`src/rtl/fcvt_f2i_pipe.sv`:
```
// Pipelined binary32 -> XLEN-bit integer converter (FCVT.W[U].S / FCVT.L[U].S); NV/NX flags only when FCVT_F2I_FLAGS_EN is defined.
// Latency 2 (S1 unpack/align, S2 round/saturate); stalls on out_ready low, holding up to 2 ops, and in_ready never depends on in_valid.
module fcvt_f2i_pipe #(
  parameter int XLEN  = 32,
  parameter int TAG_W = 5
) (
  input  logic             clk,
  input  logic             reset_n,
  input  logic             in_valid,
  output logic             in_ready,
  input  logic [31:0]      float_in,
  input  logic [2:0]       rm,
  input  logic             is_unsigned,
  input  logic [TAG_W-1:0] tag_in,
  output logic             out_valid,
  input  logic             out_ready,
  output logic [XLEN-1:0]  result,
  output logic [TAG_W-1:0] tag_out,
  output logic [4:0]       fflags
);
  localparam int IW   = XLEN + 2;
  localparam int FRAC = 26;
  localparam int FXW  = IW + FRAC;
  localparam int RW   = IW + 1;
  // Any exponent above this cannot fit in IW integer bits.
  localparam logic [7:0]      HUGE_EXP = 8'(128 + XLEN);
  localparam logic [RW-1:0]   LIM_S    = RW'(1) << (XLEN - 1);
  localparam logic [RW-1:0]   LIM_U    = RW'(1) << XLEN;
  localparam logic [XLEN-1:0] MAX_S    = {1'b0, {(XLEN-1){1'b1}}};
  localparam logic [XLEN-1:0] MIN_S    = {1'b1, {(XLEN-1){1'b0}}};

  logic adv1, adv2, s1_valid;

  assign adv2     = ~out_valid | out_ready;
  assign adv1     = ~s1_valid | adv2;
  assign in_ready = adv1;

  logic            f_sign;
  logic [7:0]      f_exp;
  logic [22:0]     f_man;
  logic [7:0]      sh;
  logic [FXW-1:0]  fx;
  logic            a_nan, a_ovf, a_g, a_r, a_s;
  logic [IW-1:0]   a_mag;

  assign f_sign = float_in[31];
  assign f_exp  = float_in[30:23];
  assign f_man  = float_in[22:0];
  // Place the significand so the binary point sits FRAC bits above the LSB.
  assign sh     = f_exp - 8'd124;
  assign fx     = {{(FXW-24){1'b0}}, 1'b1, f_man} << sh;

  always_comb begin
    a_nan = (f_exp == 8'hFF) & (|f_man);
    a_ovf = (f_exp > HUGE_EXP) & ~a_nan;
    a_mag = '0;
    a_g   = 1'b0;
    a_r   = 1'b0;
    a_s   = 1'b0;
    if (f_exp <= HUGE_EXP) begin
      if (f_exp < 8'd126) begin
        a_s = (f_exp != 8'd0) | (|f_man);
      end else begin
        a_mag = fx[FXW-1:FRAC];
        a_g   = fx[FRAC-1];
        a_r   = fx[FRAC-2];
        a_s   = |fx[FRAC-3:0];
      end
    end
  end

  logic             s1_sign, s1_nan, s1_ovf, s1_g, s1_r, s1_s, s1_uns;
  logic [IW-1:0]    s1_mag;
  logic [2:0]       s1_rm;
  logic [TAG_W-1:0] s1_tag;

  always_ff @(posedge clk or negedge reset_n) begin
    if (!reset_n) begin
      s1_valid <= 1'b0;
      s1_sign  <= 1'b0;
      s1_nan   <= 1'b0;
      s1_ovf   <= 1'b0;
      s1_g     <= 1'b0;
      s1_r     <= 1'b0;
      s1_s     <= 1'b0;
      s1_uns   <= 1'b0;
      s1_mag   <= '0;
      s1_rm    <= 3'b000;
      s1_tag   <= '0;
    end else if (adv1) begin
      s1_valid <= in_valid;
      if (in_valid) begin
        s1_sign <= f_sign;
        s1_nan  <= a_nan;
        s1_ovf  <= a_ovf;
        s1_g    <= a_g;
        s1_r    <= a_r;
        s1_s    <= a_s;
        s1_uns  <= is_unsigned;
        s1_mag  <= a_mag;
        s1_rm   <= rm;
        s1_tag  <= tag_in;
      end
    end
  end

  logic            rs, inexact, inc;
  logic [RW-1:0]   rnd;
  logic            over_s, over_u, over, pos_sat, neg_sat, zero_sat;
  logic [XLEN-1:0] res_d;

  assign rs      = s1_r | s1_s;
  assign inexact = s1_g | rs;

  always_comb begin
    case (s1_rm)
      3'b000:  inc = s1_g & (rs | s1_mag[0]);
      3'b010:  inc = s1_sign & inexact;
      3'b011:  inc = ~s1_sign & inexact;
      3'b100:  inc = s1_g;
      default: inc = 1'b0;
    endcase
  end

  assign rnd = {1'b0, s1_mag} + {{(RW-1){1'b0}}, inc};

  // Range is judged on the rounded magnitude together with the sign.
  assign over_s   = s1_ovf | (s1_sign ? (rnd > LIM_S) : (rnd >= LIM_S));
  assign over_u   = s1_ovf | (s1_sign ? (rnd != '0) : (rnd >= LIM_U));
  assign over     = s1_uns ? over_u : over_s;
  assign pos_sat  = s1_nan | (~s1_sign & over);
  assign neg_sat  = ~s1_nan & s1_sign & over & ~s1_uns;
  assign zero_sat = ~s1_nan & s1_sign & over & s1_uns;

  always_comb begin
    if (pos_sat)       res_d = s1_uns ? {XLEN{1'b1}} : MAX_S;
    else if (neg_sat)  res_d = MIN_S;
    else if (zero_sat) res_d = '0;
    else if (s1_sign)  res_d = {XLEN{1'b0}} - rnd[XLEN-1:0];
    else               res_d = rnd[XLEN-1:0];
  end

  always_ff @(posedge clk or negedge reset_n) begin
    if (!reset_n) begin
      out_valid <= 1'b0;
      result    <= '0;
      tag_out   <= '0;
    end else if (adv2) begin
      out_valid <= s1_valid;
      if (s1_valid) begin
        result  <= res_d;
        tag_out <= s1_tag;
      end
    end
  end

`ifdef FCVT_F2I_FLAGS_EN
  logic nv_d, nx_d;

  assign nv_d = pos_sat | neg_sat | zero_sat;
  assign nx_d = inexact & ~nv_d;

  always_ff @(posedge clk or negedge reset_n) begin
    if (!reset_n)                fflags <= 5'b0;
    else if (adv2 && s1_valid)   fflags <= {nv_d, 3'b000, nx_d};
  end
`else
  assign fflags = 5'b0;
`endif

endmodule

```
`config.mk`:
```
export PLATFORM = sky130hd
export DESIGN_NAME = fcvt_f2i_pipe
export DESIGN_NICKNAME = d
export VERILOG_FILES = /design/src/rtl/fcvt_f2i_pipe.sv
export SDC_FILE = /design/constraint.sdc
export NUM_CORES = 1
export LEC_CHECK = 0
export BUFFER_PORTS_ARGS = -buffer_cell sky130_fd_sc_hd__buf_2
export CORE_MARGIN = 1
export CORE_UTILIZATION = 55
export CTS_BUF_LIST = sky130_fd_sc_hd__clkbuf_2 sky130_fd_sc_hd__clkbuf_4 sky130_fd_sc_hd__clkbuf_8
export DETAILED_ROUTE_END_ITERATION = 16
export PLACE_DENSITY = 0.83
export SYNTH_ARGS = -nofsm -noshare
export SYNTH_HDL_FRONTEND = slang
export SYNTH_SLANG_ARGS = --single-unit
```
`constraint.sdc`:
```
create_clock -name clk -period 12.9 [get_ports clk]
set_input_delay 1.29 -clock clk [delete_from_list [all_inputs] [get_ports clk]]
set_output_delay 1.29 -clock clk [all_outputs]
set_load 0.02 [all_outputs]
```
==> results_dict.tcl <==
set metrics [dict create \
    status "finished, final reports clean" \
    drc 0 \
    fillerInstances 1240 \
    final_max_slew_viol_count 0 \
    synth-main-ff-cell "dfrtp_1" \
    cpPeakStageDelay_ps 890 \
    pre_cts_slack_ps 7940 \
    multiInputGateArea_um2 5230 \
    tritoncts "done" \
    finalClockSkew_ps 20.4 \
    cap_violations 0 \
    synth-seq-area-share 0.279 \
    fp.dieArea_um2 14800 \
    ant_nets 0 \
    clkTransAtPathRegs_ps 100 \
    synth.distinct_cells 80 \
    cp-end-kind "register" \
    syn-cell-area_um2 7890 \
    gp_congestion 0.964 \
    crit_top_cell "ha_1" \
    hold_viol 0 \
    dpl.hpwl_mm 14.6 \
    vias 7105 \
    post-route-util 0.602 \
    fin_tns_setup_ps 0 \
    dr.pass1.iters 6 \
    cts.sinks 88 \
    hp-start "s1_tag[0]$_DFFE_PN0P_" \
    viasPerCell 6.38 \
    grt_pass1_wl_mm 32.2 \
    min_period_over_period 0.389 \
    hold_ws_ps 468 \
    seq_area_um2 2200 \
    gr-total-overflow 0 \
    yosysWarnings 0 \
    antenna_found_initial 0 \
    synth_seq_cells 88 \
    numCtsBuffers 9 \
    die_h_um 122 \
    start_util 0.566 \
    wirelength_mm 19.4 \
    timing.final.ws_setup_ps 7880 \
    startpoint "s1_rm[0]$_DFFE_PN0P_" \
    grt_max_degree 54 \
    drt_iter0_drc 594 \
    gr-usage-all-layers 0.271 \
    io_buffers 83 \
    die_w_um 122 \
    cellPowerDensity_nw_per_um2 111 \
    areaGrowthSynthToFinish_pct 6.20 \
    wl_per_cell_um 17.4 \
    post_cts_resized 0 \
    clockBufferDepth 2 \
    antenna_cells 0 \
    avgSynthCellArea_um2 8.74 \
    leakage_nw 3.41 \
    start_kind "register" \
    finalCriticalPeriod_ps 5020 \
    synth_edf_count 0 \
    cp_slowest_cell "nor4_2" \
    critPathArrivalTime_ps 5340 \
    crit_required_ps 13220 \
    crit_family "simple AND/OR/NAND/NOR gates" \
    postCtsSetupRepairBufs 0 \
    synthArstFlopShare 1.00 \
    max_slew_margin 0.305 \
    synth_cells 903 \
    rows 43 \
    hold_class "register to register" \
    fmax_mhz 199 \
    r2r_slack_ps 7880 \
    grt_pass1_vias 6330 \
    core_um2 13900 \
    crit_chain "xor2_1 > nand3b_1 > o31ai_1 > nand2_1 > o21ai_0 > ha_1 > ha_1 > nand3_2 > nor4_2 > xnor2_1 > and3_1 > nand4_4 > nor4_4 > o211ai_4 > buf_4 > a22oi_1 > o22a_1" \
    worstSkewPairLatency_ps 380 \
    worstMarginPinSlew_ps 1030 \
    drive_gt1_frac 0.219 \
    setup_viol 0 \
    h-tree-depth 3 \
    cts_root_buffer "clkbuf_8" \
    r2r_start "s1_rm[0]$_DFFE_PN0P_" \
    cts_hold_buffers 0 \
    rsz0062_at_grt "no" \
    critical_path.n_buffers_inverters 1 \
    nets 978 \
    boundaryPins 89 \
    crit_type "register to register" \
    vdd.ir_drop.worst_mv 0.0484 \
    crit_fanout 32 \
]
## worst reg2reg max path, cell delays in order, from the launching register on
cell      delay (ps)
dfrtp_1          410
xor2_1           200
nand3b_1         120
o31ai_1           80
nand2_1           70
o21ai_0           90
ha_1             430
ha_1             390
nand3_2          190
nor4_2           890
xnor2_1          260
and3_1           420
nand4_4          220
nor4_4           390
o211ai_4          90
buf_4            300
a22oi_1          250
o22a_1           150
## cell usage after synthesis (5+ instances only)
| master | number | area share |
|---|---|---|
| a21oi_1 | 35 | 0.022 |
| a21oi_2 | 29 | 0.032 |
| a22o_1 | 22 | 0.024 |
| a22oi_1 | 12 | 0.011 |
| a31oi_1 | 9 | 0.0071 |
| and3_1 | 14 | 0.011 |
| and4_1 | 5 | 0.0055 |
| buf_2 | 18 | 0.011 |
| buf_4 | 13 | 0.012 |
| buf_6 | 8 | 0.011 |
| clkbuf_1 | 41 | 0.019 |
| dfrtp_1 | 88 | 0.28 |
| ha_1 | 5 | 0.0079 |
| inv_1 | 11 | 0.0052 |
| mux2_2 | 16 | 0.023 |
| mux2i_1 | 32 | 0.041 |
| mux4_2 | 16 | 0.046 |
| nand2_1 | 115 | 0.055 |
| nand2b_1 | 7 | 0.0055 |
| nand3_1 | 29 | 0.018 |
| nand3b_1 | 8 | 0.0076 |
| nand4_1 | 14 | 0.011 |
| nor2_1 | 50 | 0.024 |
| nor3_1 | 16 | 0.010 |
| nor4_1 | 12 | 0.0095 |
| o21ai_0 | 49 | 0.031 |
| o22a_1 | 34 | 0.038 |
| o22ai_1 | 17 | 0.013 |
| o31ai_1 | 11 | 0.010 |
| or3_1 | 5 | 0.0040 |
| xnor2_1 | 38 | 0.042 |
| xor2_1 | 30 | 0.033 |
## flip-flops by register name, indices dropped and copies added (netlist names)
signal,cells
tag_out,5
s1_nan,1
s1_rm,3
result,32
s1_mag,34
s1_valid,1
s1_g,1
s1_sign,1
s1_ovf,1
s1_r,1
s1_s,1
out_valid,1
s1_uns,1
s1_tag,5
## logic make-up after synthesis
group	count (synthesis)	share of synthesized area
muxes	65	0.111
AOI/OAI and AO/OA	267	0.249
DFF	88	0.279
buffers and inverters	94	0.0614
other	1	0.000475
and+or+nand+nor	315	0.216
adders and majority gates	5	0.00793
xor gates and xnor gates	68	0.0755
## layout make-up
type,instances,area share
multi-input combinational,725,0.624
clock inverter,7,0.00806
clock buffer,9,0.0148
tap,180,0.0269
inverter,11,0.00493
sequential,88,0.263
timing repair buffer,93,0.0588
## cell usage in the layout (no fill, tap or decap), drive strengths merged, types with 16 or more instances in the layout
cell,instances
nand2,115
o21ai,53
a21oi,64
mux4,16
a22o,22
o22ai,17
mux2,17
dfrtp,88
nor4,18
inv,16
nor2,51
nor3,19
nand3,33
mux2i,32
xor2,30
buf,93
nand4,18
o22a,34
xnor2,38
## report_power, final
group / switching, mW / leakage, nW / total (mW) / internal, mW
Sequential: 0.0275 / 1.10 / 0.346 / 0.318
Combinational: 0.243 / 2.21 / 0.402 / 0.159
Clock: 0.111 / 0.0944 / 0.186 / 0.0750
Total: 0.382 / 3.41 / 0.934 / 0.552
## worst paths after layout
check                           depth (start not counted)                     end
max in group asynchronous                               2  s1_mag[15]$_DFFE_PN0P_
worst max register to register                         17  result[21]$_DFFE_PN0P_
worst min register to register                          2  tag_out[0]$_DFFE_PN0P_
worst max-delay path                                   17  result[21]$_DFFE_PN0P_
worst min-delay path                                    2  tag_out[0]$_DFFE_PN0P_
min in group asynchronous                               1   result[7]$_DFFE_PN0P_
## routing by layer
metal  vias to the layer above  track usage  wire, µm
met5                         -            0         0
met4                         0       0.0849       388
met3                        31       0.0440      1120
met2                       262        0.429      9110
met1                      3399        0.379      8800
li1                       3413            -         -
## per-stage QoR
| step | std cells | area, µm² | total power [mW] |
|---|---|---|---|
| floorplan | 907 | 7910 | 0.658 |
| global placement | 1097 | 8190 | 0.742 |
| detailed placement | 1097 | 8190 | 0.751 |
| CTS | 1113 | 8380 | 0.937 |
| global route | 1113 | 8380 | 0.994 |
| finish | 1113 | 8380 | 0.934 |
(Power assumes the default switching activity.)
